## src/rtl/td_rf_param.sv

```systemverilog
// Time-domain register file: stores write-pulse widths and replays them on two independent read ports.
// Optional macro TD_RF_FB_EN adds fb_i, making a write accumulate onto the stored interval instead of overwriting it.
//
// state  | meaning
// W_IDLE | waiting for a rising edge on we_i
// W_MEAS | counting we_i high cycles; commit on first low cycle
// R_IDLE | read port ready to accept a request
// R_PLAY | read port replaying a stored interval on its pulse output
module td_rf_param #(
  parameter  int DEPTH = 8,
  parameter  int TW    = 8,
  localparam int AW    = $clog2(DEPTH)
) (
  input  logic          clk_i,
  input  logic          rstb_i,
  input  logic          we_i,
  input  logic [AW-1:0] waddr_i,
  input  logic          rea_i,
  input  logic          reb_i,
  input  logic [AW-1:0] raddr_a_i,
  input  logic [AW-1:0] raddr_b_i,
`ifdef TD_RF_FB_EN
  input  logic          fb_i,
`endif
  output logic          a_o,
  output logic          b_o,
  output logic          wbusy_o,
  output logic          abusy_o,
  output logic          bbusy_o,
  output logic          sat_o
);

  typedef enum logic {W_IDLE, W_MEAS} w_state_t;
  typedef enum logic {R_IDLE, R_PLAY} r_state_t;

  localparam logic [TW-1:0] T_MAX = '1;

  logic [TW-1:0] mem [DEPTH];

  w_state_t      w_state;
  logic          we_q;
  logic [AW-1:0] waddr_q;
  logic [TW-1:0] wcnt;
  logic          ovf;
  logic [TW-1:0] commit_val;
  logic          commit_sat;

`ifdef TD_RF_FB_EN
  logic          fb_q;
  logic [TW:0]   fb_sum;

  always_ff @(posedge clk_i or negedge rstb_i) begin
    if (!rstb_i) begin
      fb_q <= 1'b0;
    end else if (w_state == W_IDLE && we_i && !we_q) begin
      fb_q <= fb_i;
    end
  end

  assign fb_sum = {1'b0, mem[waddr_q]} + {1'b0, wcnt};

  always_comb begin
    commit_val = wcnt;
    commit_sat = ovf;
    if (fb_q) begin
      if (fb_sum[TW]) begin
        commit_val = T_MAX;
        commit_sat = 1'b1;
      end else begin
        commit_val = fb_sum[TW-1:0];
      end
    end
  end
`else
  assign commit_val = wcnt;
  assign commit_sat = ovf;
`endif

  // we_q resets high so a we_i held across reset release is not taken as a write start
  always_ff @(posedge clk_i or negedge rstb_i) begin
    if (!rstb_i) begin
      w_state <= W_IDLE;
      we_q    <= 1'b1;
      waddr_q <= '0;
      wcnt    <= '0;
      ovf     <= 1'b0;
      wbusy_o <= 1'b0;
      sat_o   <= 1'b0;
      for (int i = 0; i < DEPTH; i++) mem[i] <= '0;
    end else begin
      we_q  <= we_i;
      sat_o <= 1'b0;
      case (w_state)
        W_IDLE: begin
          if (we_i && !we_q) begin
            waddr_q <= waddr_i;
            wcnt    <= TW'(1);
            ovf     <= 1'b0;
            wbusy_o <= 1'b1;
            w_state <= W_MEAS;
          end
        end
        W_MEAS: begin
          if (we_i) begin
            if (wcnt == T_MAX) ovf  <= 1'b1;
            else               wcnt <= wcnt + TW'(1);
          end else begin
            mem[waddr_q] <= commit_val;
            sat_o        <= commit_sat;
            wcnt         <= '0;
            wbusy_o      <= 1'b0;
            w_state      <= W_IDLE;
          end
        end
        default: w_state <= W_IDLE;
      endcase
    end
  end

  logic [1:0]    req;
  logic [AW-1:0] raddr [2];
  r_state_t      r_state [2];
  logic [TW-1:0] rcnt [2];
  logic [1:0]    play;
  logic [1:0]    rbusy;

  assign req      = {reb_i, rea_i};
  assign raddr[0] = raddr_a_i;
  assign raddr[1] = raddr_b_i;

  // Replay counter counts down to the terminal value 1, giving exactly V high cycles
  always_ff @(posedge clk_i or negedge rstb_i) begin
    if (!rstb_i) begin
      for (int p = 0; p < 2; p++) begin
        r_state[p] <= R_IDLE;
        rcnt[p]    <= '0;
        play[p]    <= 1'b0;
        rbusy[p]   <= 1'b0;
      end
    end else begin
      for (int p = 0; p < 2; p++) begin
        case (r_state[p])
          R_IDLE: begin
            if (req[p] && mem[raddr[p]] != '0) begin
              rcnt[p]    <= mem[raddr[p]];
              play[p]    <= 1'b1;
              rbusy[p]   <= 1'b1;
              r_state[p] <= R_PLAY;
            end
          end
          R_PLAY: begin
            if (rcnt[p] == TW'(1)) begin
              rcnt[p]    <= '0;
              play[p]    <= 1'b0;
              rbusy[p]   <= 1'b0;
              r_state[p] <= R_IDLE;
            end else begin
              rcnt[p] <= rcnt[p] - TW'(1);
            end
          end
          default: r_state[p] <= R_IDLE;
        endcase
      end
    end
  end

  assign a_o     = play[0];
  assign b_o     = play[1];
  assign abusy_o = rbusy[0];
  assign bbusy_o = rbusy[1];

endmodule

```

## config.mk

```make
export PLATFORM = sky130hd
export DESIGN_NAME = td_rf_param
export DESIGN_NICKNAME = d
export VERILOG_FILES = /design/src/rtl/td_rf_param.sv
export SDC_FILE = /design/constraint.sdc
export NUM_CORES = 1
export LEC_CHECK = 0
export BUFFER_PORTS_ARGS = -buffer_cell sky130_fd_sc_hd__buf_2
export CORE_MARGIN = 5
export CORE_UTILIZATION = 66
export DETAILED_ROUTE_END_ITERATION = 10
export GPL_TIMING_DRIVEN = 0
export PLACE_DENSITY = 0.83
export SYNTH_ARGS = -nofsm -noshare
export SYNTH_HDL_FRONTEND = slang
export SYNTH_SLANG_ARGS = --single-unit
```

## constraint.sdc

```tcl
create_clock -name clk_i -period 5.8 [get_ports clk_i]
set_input_delay 0.58 -clock clk_i [delete_from_list [all_inputs] [get_ports clk_i]]
set_output_delay 0.58 -clock clk_i [all_outputs]
set_load 0.01 [all_outputs]
```

==> impl_metrics.json <==
{
  "status": "complete, no violations",
  "p_leak_nw": 2.68,
  "die-area_mm2": 0.0103,
  "drv_slew": 0,
  "ant_nets": 0,
  "htree_num_levels": 3,
  "die_width_um": 102,
  "drive_gt1_frac": 0.285,
  "rsz0062_at_grt": "no",
  "post_drt_wl_per_cell_um": 21.3,
  "syn-num-nets": 475,
  "ys.flop_type": "dfrtp_1",
  "synth_top_cell_by_area": "dfrtp_1",
  "hold_viol_final": 0,
  "switchingPower_mw": 0.693,
  "core_mm2": 0.00818,
  "setup_viol": 0,
  "clock_path_buffers": 2,
  "cts_resized": 0,
  "drt_iter0_drc": 250,
  "vias": 4037,
  "r2r-start": "mem[37]",
  "fin_crit_sh": 0.529,
  "final_util": 0.728,
  "synth.distinct_cells": 61,
  "vias_per_cell": 6.84,
  "synth_area_leaders": "dfrtp_1 (45%), mux2_2 (13%), mux4_2 (10%), mux2i_1 (2.7%), o21ai_0 (2.7%)",
  "critical_path.endpoint_type": "register",
  "yosysWarningCount": 0,
  "ys_ff_latch": 100,
  "grt_pass1_wl_mm": 20.5,
  "cp_data_arrival_time_ns": 3.36,
  "power.share.switching": 0.349,
  "worstSetupPathType": "primary input to register",
  "total_power_mw": 1.98,
  "wl_met1_mm": 5.11,
  "ff2ff_path_depth": 5,
  "layout_common_cells": "dfrtp_1 (99), mux2_2 (64), o21ai_0 (30), nand2_1 (28), mux4_2 (25)",
  "dr_wl_met3_um": 721,
  "postCtsSetupBuffers": 0,
  "fin_area_mm2": 0.00596,
  "cts-root-buf": "clkbuf_8",
  "wirelength_mm": 12.6,
  "start_util": 0.677,
  "p_int_mw": 1.29,
  "fp-row-count": 33,
  "layout.nets": 499,
  "final_common_cell": "dfrtp_1",
  "insertion_delay_ns": 0.38,
  "irDropWorstVdd_v": 0.000161,
  "fin_cells": 590,
  "first_pass_iters": 5,
  "netlist.area_leader.share": 0.447,
  "tightestPinTransition_ns": 1.15,
  "async_reset_ff_frac": 1.00,
  "synth.cell_area_mm2": 0.00554,
  "hold_class": "primary input to asynchronous set/reset pin",
  "die_y_um": 102,
  "yosysSeqAreaShare": 0.452,
  "critPathLaunch": "raddr_b_i[2]",
  "max_slew_margin": 0.228,
  "setup_ws_ns": 2.73,
  "synth_edf_count": 0,
  "cts_buffers": 9,
  "clkTransAtPathRegs_ns": 0.11,
  "grt-ovfl-total": 0,
  "highest_layer": "met4",
  "clock-sinks": 100,
  "power_frac_seq": 0.467,
  "hpwl_mm": 8.77,
  "preCtsSetupSlack_ns": 2.36,
  "antenna_found_initial": 0,
  "drv_cap": 0,
  "grt_pass1_vias": 4043,
  "syn_to_final_growth_pct": 7.57,
  "p_comb_frac": 0.298,
  "ctsHoldBuffers": 0,
  "drc": 0,
  "place_area_mm2": 0.00576,
  "critical_path.max_fanout": 10,
  "fmax_ghz": 0.326,
  "finClkSkew_ns": 0.0124,
  "syn_avg_cell_area_um2": 12.1,
  "p_clk_frac": 0.234,
  "io_buffers": 12,
  "antenna_cells": 0,
  "critical_path_required_ns": 6.09,
  "met2_length_mm": 6.28,
  "synthCells": 456,
  "finalCriticalPeriod_ns": 3.07,
  "cts_tree": "built",
  "tns_ns": 0,
  "p_per_area_mw_per_mm2": 333,
  "fin_hold_ws_ns": 0.129,
  "critPathLaunchType": "primary input",
  "place_congestion": 0.899,
  "dp_cells": 574,
  "grt_max_degree": 69,
  "grt_use_total": 0.261,
  "ioPinCount": 20
}
power groups by stage:
| stage | combinational [mW] | clock, mW | sequential, mW |
|---|---|---|---|
| finish | 0.592 | 0.464 | 0.927 |
| global route | 0.648 | 0.494 | 0.943 |
| CTS | 0.588 | 0.464 | 0.923 |
| detailed placement | 0.585 | 0 | 0.938 |
| global placement | 0.551 | 0 | 0.925 |
| floorplan | 0.448 | 0 | 0.906 |
synth_stat cells, types with 6 or more instances:
library cell  count
inv_1            18
a21oi_1           6
o21ai_0          30
clkbuf_1         19
mux2_2           64
dfrtp_1          99
mux4_2           25
nor3_1            9
and3_1            6
nand2_1          28
mux2i_1          15
nor2_1           23
nand3_1           9
layer usage:
metal | vias to the layer above | GRT usage
met5 | - | 0
met4 | 0 | 0.116
met3 | 39 | 0.0461
met2 | 152 | 0.441
met1 | 2048 | 0.331
li1 | 1798 | -
worst max-delay path, stage by stage:
cell and delay [ns]:
clkbuf_1 0.41, clkbuf_1 0.49, mux4_1 0.38, mux2i_1 0.40
nand4b_1 0.26, nor4_4 0.55, a2bb2oi_1 0.29
logic make-up after synthesis:
family                     after synthesis  synth area share
AOI/OAI and AO/OA                       86             0.108
xor gates and xnor gates                 4           0.00633
adders and majority gates                5            0.0113
buffers and inverters                   45            0.0350
DFF                                    100             0.452
muxes                                  109             0.283
and+or+nand+nor                        107             0.105
final timing paths:
kind	to	slack (ns)
min in group clk_i	we_q	0.33
max	rcnt[4]	2.73
max reg2reg	rcnt[4]	3.29
max in group asynchronous	we_q	4.97
min	rcnt[4]	0.13
min reg2reg	sat_o	0.50
state kept, by name, summed over array words and instances, names as in the netlist:
name	count
commit_sat	1
mem	64
rcnt	16
wbusy_o	1
play	1
r_state	2
rbusy	1
commit_val	8
sat_o	1
waddr_q	3
w_state	1
we_q	1
area by class of cell:
type,instances,area (µm²)
Buffer,27,126
Clock buffer,9,124
Clock inverter,7,73.8
Fill cell,540,2220
Inverter,18,67.6
Multi-Input combinational cell,311,2840
Sequential cell,100,2500
Tap cell,105,131
Timing Repair Buffer,13,90.1
Note: power is estimated with default switching activity, not from simulation.
